**src/rtl/word_assembler_pkg.sv**
```systemverilog
// Shared types and constants for the byte-to-18-bit word assembler.
package word_assembler_pkg;

  localparam int unsigned WORD_W = 18;
  localparam int unsigned BYTE_W = 8;
  localparam int unsigned PAD_W  = 6;
  localparam int unsigned CNT_W  = 16;
  localparam int unsigned LO_W   = 2 * BYTE_W;
  localparam int unsigned TOP_W  = WORD_W - LO_W;

  typedef enum logic [1:0] {
    PH0 = 2'd0,
    PH1 = 2'd1,
    PH2 = 2'd2
  } phase_e;

  // Top bits of the third byte supply the word MSBs; the remaining bits are padding.
  function automatic logic [WORD_W-1:0] pack_word(input logic [BYTE_W-1:0] b2,
                                                  input logic [LO_W-1:0]   lo);
    return {b2[BYTE_W-1 -: TOP_W], lo};
  endfunction

endpackage

```
**src/rtl/word_assembler_if.sv**
```systemverilog
// Byte-in / word-out handshake bundle for word_assembler.
interface word_assembler_if;
  import word_assembler_pkg::*;

  logic [BYTE_W-1:0] byte_in;
  logic              byte_valid;
  logic              byte_ready;
  logic              sync_clr;
  logic [WORD_W-1:0] word_out;
  logic              word_valid;
  logic              word_ready;
  logic [CNT_W-1:0]  word_count;
  logic              pad_err;

  modport master (
    output byte_in, byte_valid, sync_clr, word_ready,
    input  byte_ready, word_out, word_valid, word_count, pad_err
  );

  modport slave (
    input  byte_in, byte_valid, sync_clr, word_ready,
    output byte_ready, word_out, word_valid, word_count, pad_err
  );

endinterface

```
**src/rtl/word_assembler_fifo.sv**
```systemverilog
// word_fifo: small synchronous FIFO for assembled words; DEPTH must be a power of two.
module word_fifo #(
  parameter int unsigned WIDTH = 18,
  parameter int unsigned DEPTH = 2
) (
  input  logic             clk,
  input  logic             rst,
  input  logic             push_i,
  input  logic [WIDTH-1:0] data_i,
  input  logic             pop_i,
  output logic [WIDTH-1:0] data_o,
  output logic             full_o,
  output logic             empty_o
);

  localparam int unsigned AW = (DEPTH > 1) ? $clog2(DEPTH) : 1;
  localparam logic [AW-1:0] PTR_ONE  = AW'(1);
  localparam logic [AW:0]   CNT_ONE  = (AW + 1)'(1);
  localparam logic [AW:0]   CNT_FULL = (AW + 1)'(DEPTH);

  logic [WIDTH-1:0] mem_q [DEPTH];
  logic [AW-1:0]    wr_ptr_q, rd_ptr_q;
  logic [AW:0]      count_q;
  logic             do_push, do_pop;

  assign full_o  = (count_q == CNT_FULL);
  assign empty_o = (count_q == '0);
  assign do_pop  = pop_i && !empty_o;
  // A push into a full buffer is legal only when a pop frees the head slot on the same edge.
  assign do_push = push_i && (!full_o || do_pop);
  assign data_o  = empty_o ? '0 : mem_q[rd_ptr_q];

  always_ff @(posedge clk or posedge rst) begin
    if (rst) begin
      for (int unsigned i = 0; i < DEPTH; i++) mem_q[i] <= '0;
      wr_ptr_q <= '0;
      rd_ptr_q <= '0;
      count_q  <= '0;
    end else begin
      if (do_push) begin
        mem_q[wr_ptr_q] <= data_i;
        wr_ptr_q        <= wr_ptr_q + PTR_ONE;
      end
      if (do_pop) rd_ptr_q <= rd_ptr_q + PTR_ONE;
      case ({do_push, do_pop})
        2'b10:   count_q <= count_q + CNT_ONE;
        2'b01:   count_q <= count_q - CNT_ONE;
        default: count_q <= count_q;
      endcase
    end
  end

endmodule

```
**src/rtl/word_assembler.sv**
```systemverilog
// Packs three bytes into an 18-bit word and buffers words in a FIFO.
// Define WORD_ASSEMBLER_PAD_CHECK_EN to flag non-zero padding bits via sticky pad_err.
module word_assembler
  import word_assembler_pkg::*;
#(
  parameter int unsigned FIFO_DEPTH = 2
) (
  input  logic             clk,
  input  logic             rst,
  word_assembler_if.slave  bus
);

  phase_e            state_q, state_d;
  logic [LO_W-1:0]   part_q, part_d;
  logic [CNT_W-1:0]  word_count_q, word_count_d;
  logic              byte_ready;
  logic              accept, push, pop;
  logic              fifo_full, fifo_empty;
  logic [WORD_W-1:0] fifo_head;

  assign accept = bus.byte_valid && byte_ready;
  // sync_clr wins over a coincident accept, so the PH2 byte is dropped rather than pushed.
  assign push   = accept && !bus.sync_clr && (state_q == PH2);
  assign pop    = bus.word_ready && !fifo_empty;

  always_ff @(posedge clk or posedge rst) begin
    if (rst) state_q <= PH0;
    else     state_q <= state_d;
  end

  always_comb begin
    state_d = state_q;
    if (bus.sync_clr) begin
      state_d = PH0;
    end else if (accept) begin
      case (state_q)
        PH0:     state_d = PH1;
        PH1:     state_d = PH2;
        PH2:     state_d = PH0;
        default: state_d = PH0;
      endcase
    end
  end

  always_comb begin
    byte_ready = 1'b1;
    if (state_q == PH2) byte_ready = !fifo_full || bus.word_ready;
  end

  always_comb begin
    part_d = part_q;
    if (bus.sync_clr) begin
      part_d = '0;
    end else if (accept) begin
      case (state_q)
        PH0:     part_d[BYTE_W-1:0]      = bus.byte_in;
        PH1:     part_d[LO_W-1:BYTE_W]   = bus.byte_in;
        default: part_d                  = '0;
      endcase
    end
  end

  always_ff @(posedge clk or posedge rst) begin
    if (rst) part_q <= '0;
    else     part_q <= part_d;
  end

  assign word_count_d = word_count_q + CNT_W'(1);

  always_ff @(posedge clk or posedge rst) begin
    if (rst)       word_count_q <= '0;
    else if (push) word_count_q <= word_count_d;
  end

  word_fifo #(
    .WIDTH (WORD_W),
    .DEPTH (FIFO_DEPTH)
  ) u_fifo (
    .clk     (clk),
    .rst     (rst),
    .push_i  (push),
    .data_i  (pack_word(bus.byte_in, part_q)),
    .pop_i   (pop),
    .data_o  (fifo_head),
    .full_o  (fifo_full),
    .empty_o (fifo_empty)
  );

`ifdef WORD_ASSEMBLER_PAD_CHECK_EN
  logic pad_err_q;

  always_ff @(posedge clk or posedge rst) begin
    if (rst)                                      pad_err_q <= 1'b0;
    else if (push && (bus.byte_in[PAD_W-1:0] != '0)) pad_err_q <= 1'b1;
  end

  assign bus.pad_err = pad_err_q;
`else
  assign bus.pad_err = 1'b0;
`endif

  assign bus.byte_ready = byte_ready;
  assign bus.word_out   = fifo_head;
  assign bus.word_valid = !fifo_empty;
  assign bus.word_count = word_count_q;

endmodule

```
**src/flat_wrapper.sv**
```systemverilog
// flat-port wrapper written by rule: the top's interface ports become plain ports
module word_assembler_flat import word_assembler_pkg::*;
#(
  parameter int unsigned FIFO_DEPTH = 2
)
  (clk, rst, bus_byte_in, bus_byte_valid, bus_sync_clr, bus_word_ready, bus_byte_ready, bus_word_out, bus_word_valid, bus_word_count, bus_pad_err);
  word_assembler_if bus_i ();
  input  logic clk;
  input  logic rst;
  input wire logic [$bits(bus_i.byte_in)-1:0] bus_byte_in;
  input wire logic [$bits(bus_i.byte_valid)-1:0] bus_byte_valid;
  input wire logic [$bits(bus_i.sync_clr)-1:0] bus_sync_clr;
  input wire logic [$bits(bus_i.word_ready)-1:0] bus_word_ready;
  output wire logic [$bits(bus_i.byte_ready)-1:0] bus_byte_ready;
  output wire logic [$bits(bus_i.word_out)-1:0] bus_word_out;
  output wire logic [$bits(bus_i.word_valid)-1:0] bus_word_valid;
  output wire logic [$bits(bus_i.word_count)-1:0] bus_word_count;
  output wire logic [$bits(bus_i.pad_err)-1:0] bus_pad_err;
  assign bus_i.byte_in = bus_byte_in;
  assign bus_i.byte_valid = bus_byte_valid;
  assign bus_i.sync_clr = bus_sync_clr;
  assign bus_i.word_ready = bus_word_ready;
  assign bus_byte_ready = bus_i.byte_ready;
  assign bus_word_out = bus_i.word_out;
  assign bus_word_valid = bus_i.word_valid;
  assign bus_word_count = bus_i.word_count;
  assign bus_pad_err = bus_i.pad_err;
  word_assembler #(.FIFO_DEPTH(FIFO_DEPTH)) u_core (.clk(clk), .rst(rst), .bus(bus_i));
endmodule
```
**config.mk**
```make
export PLATFORM = sky130hd
export DESIGN_NAME = word_assembler_flat
export DESIGN_NICKNAME = d
export VERILOG_FILES = /design/src/rtl/word_assembler_pkg.sv /design/src/rtl/word_assembler_if.sv /design/src/rtl/word_assembler_fifo.sv /design/src/rtl/word_assembler.sv /design/src/flat_wrapper.sv
export SDC_FILE = /design/constraint.sdc
export NUM_CORES = 1
export LEC_CHECK = 0
export CAP_MARGIN = 20
export CORE_MARGIN = 2
export CORE_UTILIZATION = 50
export CTS_BUF_LIST = sky130_fd_sc_hd__clkbuf_2 sky130_fd_sc_hd__clkbuf_4 sky130_fd_sc_hd__clkbuf_8
export CTS_CLUSTER_SIZE = 12
export DETAILED_ROUTE_END_ITERATION = 8
export GPL_TIMING_DRIVEN = 0
export HOLD_SLACK_MARGIN = 0.15
export PLACE_DENSITY = 0.87
export SKIP_CTS_REPAIR_TIMING = 1
export SYNTH_ARGS = -nofsm -noshare
export SYNTH_HDL_FRONTEND = slang
export SYNTH_SLANG_ARGS = --single-unit
```
**constraint.sdc**
```tcl
create_clock -name clk -period 2.2 [get_ports clk]
set_input_delay 0.44 -clock clk [delete_from_list [all_inputs] [get_ports clk]]
set_output_delay 0.44 -clock clk [all_outputs]
set_load 0.01 [all_outputs]
```
==> results.toml, run 1 <==
[drt]
drc = 0
via_count = 2170
firstDrtPassIters = 4
wire_per_inst_um = 17.1
wirelength_mm = 6.79
first_iter_violations = 112
routed_via_density = 5.47
ant_nets = 0

[global_routing]
grt_first_pass_wirelength_mm = 11.1
grt_max_degree = 40
track_usage = 0.197
grt_pass1_vias = 2288
grt.overflow.total = 0
antenna_found_initial = 0

[timing]
finalCritPeriodShare = 0.981
maxSlewHeadroom = 0.337
finalWorstSetupSlack_ns = 0.0412
finalClockSkew_ns = 0.00832
worst_slew_pin_slew_ns = 0.987
setup_viol = 0
drv_slew = 0
setup-tns-final_ns = 0
hold_viol_final = 0
fin_crit_ns = 2.16
fmax_mhz = 463

[floorplanning]
die_w_um = 85.4
core_um2 = 6390
io_pins = 50
rows = 29
start_util = 0.519
die_area_um2 = 7290
die_h_um = 85.4

[power]
p_leak_uw = 0.00238
powerDensity_nw_per_um2 = 855
irDropWorstVdd_mv = 0.809

[setup_path]
cp.required_ns = 1.76
path_common_cell = "or3b_4"
endpoint = "bus_byte_ready"
crit_start = "u_core.u_fifo.count_q[0]"
crit_chain = "or3b_4 -> or3b_4 -> buf_6"
cp_max_fo = 4
reg2regPathDepth = 7
critPathKind = "flip-flop to output pin"
rrSetupSlack_ns = 0.14
reg2reg_from = "u_core.u_fifo.count_q[0]"
cp-start-kind = "flip-flop"
cp-end-kind = "output pin"
max_stage_delay_ns = 0.42
cp_data_arrival_time_ns = 1.72
slowest_stage = "or3b_4"
timing.rr.end = "u_core.u_fifo.mem_q[17]"

[clock_tree]
clock-root-buffer = "clkbuf_8"
cts_sinks = 74
cts_max_level = 3
clk_path_buf_depth = 2
cts_made_buffers = 9
clk_latency_ns = 0.35
clk_pin_slew_ns = 0.08
cts_tree = "yes"

[place]
numPortBuffers = 48
dp_slack_ns = -0.440
place_hpwl_mm = 4.44
globalplace.congestion = 0.740
dpl_cell_area_um2 = 3910

[logic_synthesis]
yosysTopAreaCell = "dfrtp_1"
synth_top_area_share = 0.559
seq_area_frac_synth = 0.559
synthDistinctLibCells = 38
yosysMostFrequentCell = "dfrtp_1"
yosys-top-cells-area = "dfrtp_1 (56%), mux2_2 (8.8%), mux2i_1 (5.7%)"
ys_warn_count = 0
async_reset_ff_frac = 1.00
synthTopCellsByCount = "dfrtp_1 (74), nor2_1 (29), mux2_2 (26), mux2i_1 (19), a22o_1 (16)"
postSynthAreaPerCell_um2 = 13.2
synth.ff_latch_count = 74
synthCells = 250
ys.flop_type = "dfrtp_1"
synth.cell_area_um2 = 3310
synth-edff-count = 0
synth_fp_nets = 265

[layout]
antenna_cells = 0
drive_gt1_frac = 0.247
multiInputGateArea_um2 = 1360
synthToLayoutAreaGrowth_pct = 28.6
regArea_um2 = 1850
final_nets = 330
n_fill_cell = 482
stdcell_area_um2 = 4260

[min_path]
holdCritPathClass = "input port to flip-flop"

[outcome]
status = "finished, final reports clean"

[run]
max_cap_viol_count = 0
[per-layer routing]
metal  vias to the layer above  wire, µm  GRT usage
met5                         -         0          0
met4                         0        79     0.0519
met3                        12       413     0.0730
met2                        61      3260      0.325
met1                      1088      3030      0.245
li1                       1009         -          -
[where the power goes]
group	internal (µW)	switching, µW	total, µW
combinational	459	400	859
sequential	1490	117	1610
clock	655	522	1180
total	2600	1040	3640
[worst min path at each step]
stage                                         start                        end  slack (ns)  cells past startpoint
final                                  bus_sync_clr          u_core.state_q[1]        0.45                      2
after global routing                   bus_sync_clr          u_core.state_q[1]        0.45                      2
after CTS                 u_core.bus.word_count[15]  u_core.bus.word_count[15]        0.48                      1
after detailed placement  u_core.bus.word_count[15]  u_core.bus.word_count[15]        0.46                      1
after global placement    u_core.bus.word_count[15]  u_core.bus.word_count[15]        0.46                      1
after floorplan            u_core.u_fifo.count_q[1]   u_core.u_fifo.count_q[1]        0.46                      1
[kinds of logic after synthesis]
logic type / share of synthesized area
DFF: 0.559
and+or+nand+nor: 0.102
muxes: 0.191
AOI/OAI and AO/OA: 0.0555
xor gates and xnor gates: 0.0529
buffers and inverters: 0.0306
adders and majority gates: 0.00755
other: 0.00113
[through the flow]
step                total power, µW   util  hold WS [ns]  cells
floorplan                      2100      -         0.456    250
global placement               2360  0.610         0.459    375
detailed placement             2400  0.613         0.460    376
CTS                            3570  0.647         0.477    392
global route                   3800  0.667         0.454    397
finish                         3640  0.667         0.449    397
[state kept, by name (all words and copies together) (netlist names)]
signal / flops
u_core.u_fifo.mem_q: 36
u_core.u_fifo.rd_ptr_q: 1
u_core.bus.word_count: 16
u_core.u_fifo.wr_ptr_q: 1
u_core.u_fifo.count_q: 2
u_core.state_q: 2
u_core.part_q: 16
[cell usage in the layout (no fill, tap or decap), drive strengths merged, types with 3 or more instances in the layout]
cell,n
clkdlybuf4s50,26
buf,15
mux2i,19
a22o,16
mux2,36
dlymetal6s2s,21
clkbuf,11
nand2,10
nand4,6
xor2,9
inv,5
xnor2,11
nor3,3
dfrtp,74
nor2,30
[cell type report]
class | count | share of cell area
sequential | 74 | 0.435
multi-input combinational | 162 | 0.320
timing repair buffer | 55 | 0.141
clock buffer | 10 | 0.0309
tap | 77 | 0.0226
buffer | 8 | 0.0215
clock inverter | 6 | 0.0212
inverter | 5 | 0.00823
[critical path: cells and delay by family (launching register included)]
family	cells	cell delay (ns)
buffers and inverters	1	0.13
DFF	1	0.41
and+or+nand+nor	2	0.83
Note: power is estimated with default switching activity, not from simulation.
==> run 2, diff against run 1 <==
Settings changed: PLACE_DENSITY 0.87 to 0.84.
==> run 2 against run 1 <==
  * Sequential share of layout area rose by 0.43 points
  * First-iteration DRC count rose by 29%
  * Maximum frequency fell by 1.4%
  * Global-route usage fell by 0.34 points
  * Cell area fell by 0.91%
  * Largest power group unchanged
==> results.toml, run 2 (synthesized netlist as in run 1, its figures left out) <==
[outcome]
status = "finished, final reports clean"

[timing]
worst_slew_pin_slew_ns = 0.924
drv_slew = 0
finalClockSkew_ns = 0.0109
finalCritPeriodShare = 0.995
maxSlewHeadroom = 0.380
setup_viol = 0
setup-tns-final_ns = 0
fmax_mhz = 457
fin_crit_ns = 2.19
hold_viol_final = 0
rsz0062_at_grt = "true"
finalWorstSetupSlack_ns = 0.0115

[global_routing]
antenna_found_initial = 0
grt_first_pass_wirelength_mm = 10.9
track_usage = 0.193
grt.overflow.total = 0
grt_pass1_vias = 2224
grt_max_degree = 32

[layout]
top_register = "u_core.u_fifo.mem_q"
antenna_cells = 0
regArea_um2 = 1850
final_nets = 330
multiInputGateArea_um2 = 1370
mostFrequentLayoutCell = "dfrtp_1"
n_fill_cell = 490
finish.utilization = 0.661
drive_gt1_frac = 0.250
stdcell_count = 397
largest_reg_flops = 36
synthToLayoutAreaGrowth_pct = 27.4
final_cell_mix = "dfrtp_1 (72), nor2_1 (28), clkdlybuf4s50_1 (28)"

[place]
place_hpwl_mm = 4.43
dp_slack_ns = -0.444
globalplace.congestion = 0.720
numPortBuffers = 48
placed_cells = 377

[setup_path]
max_stage_delay_ns = 0.45
crit_family = "simple AND/OR/NAND/NOR gates"
path_common_cell = "or3b_4"
cp.required_ns = 1.76
reg2regPathDepth = 7
crit_start = "u_core.u_fifo.count_q[0]"
critPathKind = "flip-flop to output pin"
cp-start-kind = "flip-flop"
cp_data_arrival_time_ns = 1.75
slowest_stage = "dfrtp_2"
cp-end-kind = "output pin"
cp_max_fo = 4
cp_num_buf_inv = 1
reg2reg_from = "u_core.u_fifo.count_q[0]"
rrSetupSlack_ns = 0.13
timing.rr.end = "u_core.u_fifo.mem_q[3]"
crit_chain = "or3b_4 -> or3b_4 -> buf_6"

[clock_tree]
clk_path_buf_depth = 2
cts_tree = "yes"
cts_made_buffers = 9
clk_pin_slew_ns = 0.08
cts_sinks = 74
clk_latency_ns = 0.35
clock-root-buffer = "clkbuf_8"
cts_max_level = 3

[drt]
ant_nets = 0
firstDrtPassIters = 4
first_iter_violations = 144
drc = 0
via_count = 2162
wire_per_inst_um = 16.5
wirelength_mm = 6.53
routed_via_density = 5.45

[floorplanning]
io_pins = 50
die_w_um = 85.4
core_um2 = 6390
die_h_um = 85.4
start_util = 0.519
die_area_um2 = 7290
rows = 29

[power]
p_leak_uw = 0.00231
total_power_uw = 3410
powerDensity_nw_per_um2 = 808
irDropWorstVdd_mv = 0.521

[min_path]
holdCritPathClass = "input port to asynchronous set/reset pin"

[run]
max_cap_viol_count = 0
## run 2: cell types whose count changed in the layout (fill, tap and decap cells not counted), moves of 2 or more
cell,delta
dlymetal6s2s_1,-2
bufinv_16,-2
clkinvlp_4,+4
clkdlybuf4s50_1,+2
## run 2: cell type report
| cell class | instances | area share |
|---|---|---|
| Buffer | 8 | 0.0199 |
| Clock inverter | 7 | 0.0130 |
| Timing Repair Buffer | 55 | 0.143 |
| Tap cell | 77 | 0.0228 |
| Clock buffer | 9 | 0.0294 |
| Multi-Input combinational cell | 162 | 0.324 |
| Inverter | 5 | 0.00830 |
| Sequential cell | 74 | 0.440 |
## run 2: how the worst max path moves through the flow
| stage | to | cells past startpoint |
|---|---|---|
| floorplan | u_core.u_fifo.mem_q[18] | 8 |
| global placement | bus_byte_ready | 4 |
| CTS | bus_word_out[12] | 5 |
| global route | bus_word_out[9] | 5 |
| detailed placement | bus_byte_ready | 4 |
| finish | bus_byte_ready | 3 |
## run 2: stage by stage
stage                     instance area, µm²  hold slack, ns
after floorplan                         3320           0.456
after global placement                  3890           0.462
after detailed placement                3930           0.464
after CTS                               4110           0.435
after global routing                    4220           0.440
final                                   4220           0.434
## run 2: per-layer routing
metal  share of wire  up-vias  GRT usage
li1                -     1005          -
met1            0.46     1098      0.260
met2            0.48       45      0.307
met3           0.045       14     0.0506
met4           0.019        0     0.0664
met5               0        -          0
## run 2: power by group
| part | internal [µW] | total (µW) | switching (µW) |
|---|---|---|---|
| Combinational | 436 | 828 | 392 |
| Sequential | 1490 | 1620 | 132 |
| Clock | 414 | 959 | 545 |
